### config.mk
export PLATFORM = sky130hd
export DESIGN_NAME = axi4_lite_master
export DESIGN_NICKNAME = d
export VERILOG_FILES = /design/src/rtl/axi4_lite_master.sv
export SDC_FILE = /design/constraint.sdc
export NUM_CORES = 1
export LEC_CHECK = 0
export CORE_MARGIN = 2
export CORE_UTILIZATION = 38
export CTS_CLUSTER_SIZE = 8
export DETAILED_ROUTE_END_ITERATION = 10
export DONT_BUFFER_PORTS = 1
export GPL_TIMING_DRIVEN = 0
export PLACE_DENSITY_LB_ADDON = 0.12
export SYNTH_ARGS = -nofsm -noshare
export SYNTH_HDL_FRONTEND = slang
export SYNTH_SLANG_ARGS = --single-unit
### constraint.sdc
create_clock -name i_clock -period 1.7 [get_ports i_clock]
set_clock_uncertainty 0.05 [all_clocks]
set_input_delay 0.17 -clock i_clock [delete_from_list [all_inputs] [get_ports i_clock]]
set_output_delay 0.17 -clock i_clock [all_outputs]
set_load 0.02 [all_outputs]
### src/rtl/axi4_lite_master.sv
// AXI4-Lite single-outstanding master: local cmd/rsp handshake port driving AW/W/B/AR/R.
// Optional wait-cycle watchdog (o_timeout) is built when AXI4_LITE_MASTER_TIMEOUT_EN is defined.
module axi4_lite_master #(
    parameter int ADDR_WIDTH     = 32,
    parameter int DATA_WIDTH     = 32,
    parameter int TIMEOUT_CYCLES = 256
) (
    input  logic                    i_clock,
    input  logic                    i_areset_n,
    input  logic                    i_cmd_valid,
    output logic                    o_cmd_ready,
    input  logic                    i_cmd_write,
    input  logic [ADDR_WIDTH-1:0]   i_cmd_addr,
    input  logic [DATA_WIDTH-1:0]   i_cmd_wdata,
    input  logic [DATA_WIDTH/8-1:0] i_cmd_wstrb,
    output logic                    o_rsp_valid,
    input  logic                    i_rsp_ready,
    output logic                    o_rsp_write,
    output logic [DATA_WIDTH-1:0]   o_rsp_rdata,
    output logic [1:0]              o_rsp_resp,
    output logic [ADDR_WIDTH-1:0]   o_awaddr,
    output logic [2:0]              o_awprot,
    output logic                    o_awvalid,
    input  logic                    i_awready,
    output logic [DATA_WIDTH-1:0]   o_wdata,
    output logic [DATA_WIDTH/8-1:0] o_wstrb,
    output logic                    o_wvalid,
    input  logic                    i_wready,
    input  logic [1:0]              i_bresp,
    input  logic                    i_bvalid,
    output logic                    o_bready,
    output logic [ADDR_WIDTH-1:0]   o_araddr,
    output logic [2:0]              o_arprot,
    output logic                    o_arvalid,
    input  logic                    i_arready,
    input  logic [DATA_WIDTH-1:0]   i_rdata,
    input  logic [1:0]              i_rresp,
    input  logic                    i_rvalid,
    output logic                    o_rready,
    output logic                    o_timeout
);

    // state        | meaning
    // IDLE         | cmd_ready high, waiting for a command
    // WR_ADDR_DATA | AW and W offered, each retired independently
    // WR_RESP      | bready high, waiting for B
    // RD_ADDR      | arvalid high, waiting for arready
    // RD_DATA      | rready high, waiting for R
    // RSP          | rsp_valid high until consumed
    typedef enum logic [2:0] {
        IDLE,
        WR_ADDR_DATA,
        WR_RESP,
        RD_ADDR,
        RD_DATA,
        RSP
    } state_t;

    state_t                  state_q, state_d;
    logic                    cmd_ready_q, cmd_ready_d;
    logic                    awvalid_q, awvalid_d;
    logic                    wvalid_q, wvalid_d;
    logic                    bready_q, bready_d;
    logic                    arvalid_q, arvalid_d;
    logic                    rready_q, rready_d;
    logic                    rsp_valid_q, rsp_valid_d;
    logic                    rsp_write_q, rsp_write_d;
    logic [DATA_WIDTH-1:0]   rsp_rdata_q, rsp_rdata_d;
    logic [1:0]              rsp_resp_q, rsp_resp_d;
    logic [ADDR_WIDTH-1:0]   addr_q, addr_d;
    logic [DATA_WIDTH-1:0]   wdata_q, wdata_d;
    logic [DATA_WIDTH/8-1:0] wstrb_q, wstrb_d;
    logic                    cmd_accept;
    logic                    aw_done, w_done;

    assign cmd_accept = (state_q == IDLE) && i_cmd_valid && cmd_ready_q;
    assign aw_done    = !awvalid_q || i_awready;
    assign w_done     = !wvalid_q || i_wready;

    always_comb begin
        state_d     = state_q;
        awvalid_d   = awvalid_q;
        wvalid_d    = wvalid_q;
        bready_d    = bready_q;
        arvalid_d   = arvalid_q;
        rready_d    = rready_q;
        rsp_valid_d = rsp_valid_q;
        rsp_write_d = rsp_write_q;
        rsp_rdata_d = rsp_rdata_q;
        rsp_resp_d  = rsp_resp_q;
        addr_d      = addr_q;
        wdata_d     = wdata_q;
        wstrb_d     = wstrb_q;
        case (state_q)
            IDLE: begin
                if (cmd_accept) begin
                    addr_d = i_cmd_addr;
                    if (i_cmd_write) begin
                        wdata_d   = i_cmd_wdata;
                        wstrb_d   = i_cmd_wstrb;
                        awvalid_d = 1'b1;
                        wvalid_d  = 1'b1;
                        state_d   = WR_ADDR_DATA;
                    end else begin
                        arvalid_d = 1'b1;
                        state_d   = RD_ADDR;
                    end
                end
            end
            WR_ADDR_DATA: begin
                if (awvalid_q && i_awready) awvalid_d = 1'b0;
                if (wvalid_q && i_wready)   wvalid_d  = 1'b0;
                if (aw_done && w_done) begin
                    bready_d = 1'b1;
                    state_d  = WR_RESP;
                end
            end
            WR_RESP: begin
                if (i_bvalid && bready_q) begin
                    bready_d    = 1'b0;
                    rsp_resp_d  = i_bresp;
                    rsp_rdata_d = '0;
                    rsp_write_d = 1'b1;
                    rsp_valid_d = 1'b1;
                    state_d     = RSP;
                end
            end
            RD_ADDR: begin
                if (arvalid_q && i_arready) begin
                    arvalid_d = 1'b0;
                    rready_d  = 1'b1;
                    state_d   = RD_DATA;
                end
            end
            RD_DATA: begin
                if (i_rvalid && rready_q) begin
                    rready_d    = 1'b0;
                    rsp_rdata_d = i_rdata;
                    rsp_resp_d  = i_rresp;
                    rsp_write_d = 1'b0;
                    rsp_valid_d = 1'b1;
                    state_d     = RSP;
                end
            end
            RSP: begin
                if (i_rsp_ready) begin
                    rsp_valid_d = 1'b0;
                    state_d     = IDLE;
                end
            end
            default: state_d = IDLE;
        endcase
        cmd_ready_d = (state_d == IDLE);
    end

    always_ff @(posedge i_clock or negedge i_areset_n) begin
        if (!i_areset_n) begin
            state_q     <= IDLE;
            cmd_ready_q <= 1'b0;
            awvalid_q   <= 1'b0;
            wvalid_q    <= 1'b0;
            bready_q    <= 1'b0;
            arvalid_q   <= 1'b0;
            rready_q    <= 1'b0;
            rsp_valid_q <= 1'b0;
            rsp_write_q <= 1'b0;
            rsp_rdata_q <= '0;
            rsp_resp_q  <= '0;
            addr_q      <= '0;
            wdata_q     <= '0;
            wstrb_q     <= '0;
        end else begin
            state_q     <= state_d;
            cmd_ready_q <= cmd_ready_d;
            awvalid_q   <= awvalid_d;
            wvalid_q    <= wvalid_d;
            bready_q    <= bready_d;
            arvalid_q   <= arvalid_d;
            rready_q    <= rready_d;
            rsp_valid_q <= rsp_valid_d;
            rsp_write_q <= rsp_write_d;
            rsp_rdata_q <= rsp_rdata_d;
            rsp_resp_q  <= rsp_resp_d;
            addr_q      <= addr_d;
            wdata_q     <= wdata_d;
            wstrb_q     <= wstrb_d;
        end
    end

    assign o_cmd_ready = cmd_ready_q;
    assign o_rsp_valid = rsp_valid_q;
    assign o_rsp_write = rsp_write_q;
    assign o_rsp_rdata = rsp_rdata_q;
    assign o_rsp_resp  = rsp_resp_q;
    assign o_awaddr    = addr_q;
    assign o_awprot    = 3'b000;
    assign o_awvalid   = awvalid_q;
    assign o_wdata     = wdata_q;
    assign o_wstrb     = wstrb_q;
    assign o_wvalid    = wvalid_q;
    assign o_bready    = bready_q;
    assign o_araddr    = addr_q;
    assign o_arprot    = 3'b000;
    assign o_arvalid   = arvalid_q;
    assign o_rready    = rready_q;

`ifdef AXI4_LITE_MASTER_TIMEOUT_EN
    localparam int TW = $clog2(TIMEOUT_CYCLES + 1);
    localparam logic [TW-1:0] TMO_MAX = TW'(TIMEOUT_CYCLES);

    logic [TW-1:0] tmo_cnt_q, tmo_cnt_d;
    logic          timeout_q, timeout_d;
    logic          busy;

    assign busy = (state_q == WR_ADDR_DATA) || (state_q == WR_RESP) ||
                  (state_q == RD_ADDR) || (state_q == RD_DATA);

    // Counter saturates at the limit so the flag stays sticky for long stalls.
    always_comb begin
        tmo_cnt_d = tmo_cnt_q;
        timeout_d = timeout_q;
        if (cmd_accept) begin
            tmo_cnt_d = '0;
            timeout_d = 1'b0;
        end else begin
            if (busy && (tmo_cnt_q != TMO_MAX)) tmo_cnt_d = tmo_cnt_q + 1'b1;
            if (tmo_cnt_d == TMO_MAX) timeout_d = 1'b1;
        end
    end

    always_ff @(posedge i_clock or negedge i_areset_n) begin
        if (!i_areset_n) begin
            tmo_cnt_q <= '0;
            timeout_q <= 1'b0;
        end else begin
            tmo_cnt_q <= tmo_cnt_d;
            timeout_q <= timeout_d;
        end
    end

    assign o_timeout = timeout_q;
`else
    // Watchdog absent: flag is a constant low; the limit parameter has no effect.
    assign o_timeout = 1'b0 & (TIMEOUT_CYCLES < 0);
`endif

endmodule

==> flow_summary.json, run 1 <==
{
  "yosys_register_bits": 113,
  "synthAdderAreaFrac": 0,
  "synth_compound_area_frac": 0.0856,
  "holdBufCountCts": 103,
  "synthCells": 317,
  "synth_edf_count": 0,
  "ctsResizeCount": 23,
  "post-cts-setup-buffers": 11,
  "yosys-mux-area-fraction": 0.178,
  "root_buffer": "clkbuf_16",
  "numClockSinks": 113,
  "initial_core_util": 0.384,
  "globalplace.congestion": 0.700,
  "row_count": 40,
  "yosysTopAreaCell": "dfrtp_1",
  "die_w_um": 114,
  "synth-simple-area-share": 0.0329,
  "synth_xor_area_frac": 0,
  "yosysSeqAreaShare": 0.620,
  "hpwl_mm": 6.99,
  "syn_area_um2": 4560,
  "ys_async_sr_fraction": 1.00,
  "haltStage": "4_1_cts",
  "synth_area_per_cell_um2": 14.4,
  "synth.distinct_cells": 28,
  "synth_top_family_by_area": "multiplexers",
  "ys_top_cells_by_area": "dfrtp_1 (62%), mux2_2 (18%), a22o_1 (6.7%)",
  "yosys_most_used_dff": "dfrtp_1",
  "first-error": "[ERROR RSZ-0060] Max buffer count reached.",
  "cts-htree-levels": 4,
  "place_inst": 470,
  "synth_common_cells": "dfrtp_1 (113), mux2_2 (72), buf_4 (39)",
  "run_status": "stopped before the end",
  "portBuffers": 0,
  "synth.most_common_cell": "dfrtp_1",
  "ys_warn_count": 0,
  "ios": 263,
  "numCtsBuffers": 17,
  "clockBufferDepth": 2,
  "synth_top_area_share": 0.620,
  "die_h_um": 114,
  "post-place-ws_ps": -332
}
-- metrics by stage --
step	hold WS [ps]	util	area, um2
after floorplan	-176	-	4580
after global placement	-173	0.402	4770
after detailed placement	-172	0.402	4770
-- logic make-up after synthesis --
kind of cell           Yosys count
buffers and inverters           57
multiplexers                    72
AND/OR/NAND/NOR                 28
other                            1
AO/OA/AOI/OAI                   46
flip-flops                     113
==> run 2: changes to the inputs <==
--- a/config.mk
+++ b/config.mk
@@ -6,12 +6,11 @@
 export NUM_CORES = 1
 export LEC_CHECK = 0
 export CORE_MARGIN = 2
-export CORE_UTILIZATION = 38
-export CTS_CLUSTER_SIZE = 8
+export CORE_UTILIZATION = 23
 export DETAILED_ROUTE_END_ITERATION = 10
 export DONT_BUFFER_PORTS = 1
 export GPL_TIMING_DRIVEN = 0
-export PLACE_DENSITY_LB_ADDON = 0.12
+export PLACE_DENSITY_LB_ADDON = 0.15
 export SYNTH_ARGS = -nofsm -noshare
 export SYNTH_HDL_FRONTEND = slang
 export SYNTH_SLANG_ARGS = --single-unit
==> constraint.sdc (replaced) <==
create_clock -name i_clock -period 2.2 [get_ports i_clock]
set_clock_uncertainty 0.05 [all_clocks]
set_input_delay 0.22 -clock i_clock [delete_from_list [all_inputs] [get_ports i_clock]]
set_output_delay 0.22 -clock i_clock [all_outputs]
set_load 0.02 [all_outputs]
==> run 2 against run 1 <==
- synthesized area is the same
- synthesized cell count is the same
- the flow now finishes, with violations (negative hold slack)
==> flow_summary.json, run 2 <==
{
  "run_status": "finished with violations",
  "violations": "negative hold slack",
  "synth_common_cells": "dfrtp_1 (113), mux2_2 (72), buf_4 (39)",
  "min_period_over_period": 0.927,
  "holdBufCountCts": 107,
  "synth_area_per_cell_um2": 14.4,
  "utilization": 0.339,
  "path_buf_inv": 3,
  "fin_area_um2": 6590,
  "synthCells": 317,
  "final-setup-viol-count": 0,
  "period_needed_ps": 2040,
  "ios": 263,
  "synth.most_common_cell": "dfrtp_1",
  "cap_viol_max_count": 0,
  "rsz0062_at_grt": "false",
  "cts-htree-levels": 4,
  "maxSlewViolCount": 0,
  "drt-total-wl_mm": 11.7,
  "die_w_um": 145,
  "synth.distinct_cells": 28,
  "numCtsBuffers": 17,
  "drtAntennaViolNets": 0,
  "post-cts-setup-buffers": 0,
  "portBuffers": 0,
  "root_buffer": "clkbuf_16",
  "timing.critical_path.arrival_ps": 2280,
  "ys_async_sr_fraction": 1.00,
  "grt_use_total": 0.110,
  "clockBufferDepth": 2,
  "clk_latency_ps": 400,
  "synthAdderAreaFrac": 0,
  "cpLargestDelayFamily": "simple AND/OR/NAND/NOR gates",
  "grt_pass1_wl_mm": 17.1,
  "cp.required_ps": 2440,
  "whs_ps": -539,
  "path_cells": "buf_2 > nor3b_2 > and3_1 > buf_2 > nor2_2 > buf_2 > a22o_1",
  "grt_max_degree": 114,
  "syn_to_final_growth_pct": 44.6,
  "final_common_cell": "dfrtp_1",
  "yosys-mux-area-fraction": 0.178,
  "numClockSinks": 113,
  "drc": 0,
  "synth_top_family_by_area": "multiplexers",
  "place_inst": 588,
  "yosysTopAreaCell": "dfrtp_1",
  "ir_worst_vdd_mv": 0.548,
  "final_cell_mix": "dfrtp_1 (113), dlygate4sd3_1 (107), mux2_2 (72), buf_4 (39), a22o_1 (35)",
  "initial_core_util": 0.234,
  "hold_viol_final": 113,
  "cts_tree": "done",
  "wl_per_cell_um": 16.1,
  "crit_top_cell": "buf_2",
  "ys_warn_count": 0,
  "antenna_found_initial": 0,
  "min_path_type": "input pin to async pin",
  "worst-path-max-fanout": 10,
  "end_kind": "register",
  "fin_cells": 727,
  "yosys_most_used_dff": "dfrtp_1",
  "grt_pass1_vias": 3220,
  "synth_compound_area_frac": 0.0856,
  "hpwl_mm": 7.86,
  "path_class": "register to register",
  "placed_area_um2": 4910,
  "maxClockFrequency_mhz": 490,
  "max_stage_delay_ps": 350,
  "yosys_register_bits": 113,
  "layout.nets": 563,
  "core_area_um2": 19500,
  "drive_above_1_share": 0.338,
  "vias_per_cell": 4.16,
  "ys_top_cells_by_area": "dfrtp_1 (62%), mux2_2 (18%), a22o_1 (6.7%)",
  "globalplace.congestion": 0.689,
  "dr.pass1.iters": 3,
  "yosysSeqAreaShare": 0.620,
  "clk_pin_slew_ps": 60,
  "first_iter_violations": 66,
  "synth-simple-area-share": 0.0329,
  "row_count": 51,
  "startpoint_type": "register",
  "p_leak_nw": 2.97,
  "tns_ps": 0,
  "die_h_um": 145,
  "antenna_cells": 0,
  "die-area_um2": 21000,
  "vias": 3027,
  "synth_xor_area_frac": 0,
  "synth_top_area_share": 0.620,
  "synth_edf_count": 0,
  "syn_area_um2": 4560,
  "powerDensity_nw_per_um2": 1610,
  "gr-total-overflow": 0,
  "cpMaxStageDelayCell": "dfrtp_1"
}
-- run 2: cell counts after synthesis --
Identical to the previous run, type by type.
-- run 2: per-stage QoR --
stage / power (mW) / worst slack, ps
after global placement: 7.68 / 162
final: 10.6 / 161
after detailed placement: 7.72 / 114
after floorplan: 7.12 / 467
after global routing: 11.3 / 3.03
after CTS: 10.8 / 95.9
-- run 2: final cells by class --
type | instances | area [um2]
multi-input combinational | 153 | 1380
fill | 1867 | 12900
buffer | 54 | 365
timing repair buffer | 107 | 1070
sequential | 113 | 2830
tap | 265 | 332
clock buffer | 22 | 474
inverter | 3 | 11.3
clock inverter | 10 | 133
-- run 2: worst paths after layout --
kind / depth (start not counted) / slack (ps) / from / end
setup / recovery: 7 / 160 / state_q[0] / o_rsp_rdata[18]
hold / removal: 0 / -540 / i_areset_n / o_araddr[13]
setup reg to reg: 7 / 160 / state_q[0] / o_rsp_rdata[18]
hold reg to reg: 1 / 600 / o_rsp_rdata[10] / o_rsp_rdata[10]
max in group asynchronous: 0 / 2480 / i_areset_n / o_wdata[14]
min in group i_clock: 2 / 30 / i_bvalid / state_q[2]
-- run 2: cell families after synthesis --
| kind of cell | count (synthesis) |
|---|---|
| AOI/OAI and AO/OA | 46 |
| DFF | 113 |
| and+or+nand+nor | 28 |
| buffers and inverters | 57 |
| muxes | 72 |
| other | 1 |
-- run 2: report_power, final --
part / switching (mW) / internal [mW] / leakage, nW
clock network: 0.949 / 1.86 / 0.304
registers: 2.09 / 3.08 / 1.40
logic: 1.16 / 1.49 / 1.27
-- run 2: layer usage --
layer	up-vias	GRT usage	share of wire	routed length, um
li1	1354	-	-	-
met1	1481	0.124	0.40	4710
met2	175	0.179	0.49	5750
met3	17	0.0484	0.090	1050
met4	0	0.0501	0.020	229
met5	-	0	0	0
-- run 2: timing repair --
action	in CTS	in global routing
endpoints found under the hold margin	221	113
gates resized for setup	0	2
setup endpoints to repair	0	10
-- run 2: worst reg2reg max path, cell delays in order (launching register included) --
cell and delay [ps]:
dfrtp_1 350, buf_2 170, nor3b_2 330, and3_1 200
buf_2 250, nor2_2 150, buf_2 230, a22o_1 200
No activity file was read; power rests on OpenSTA's default activity.
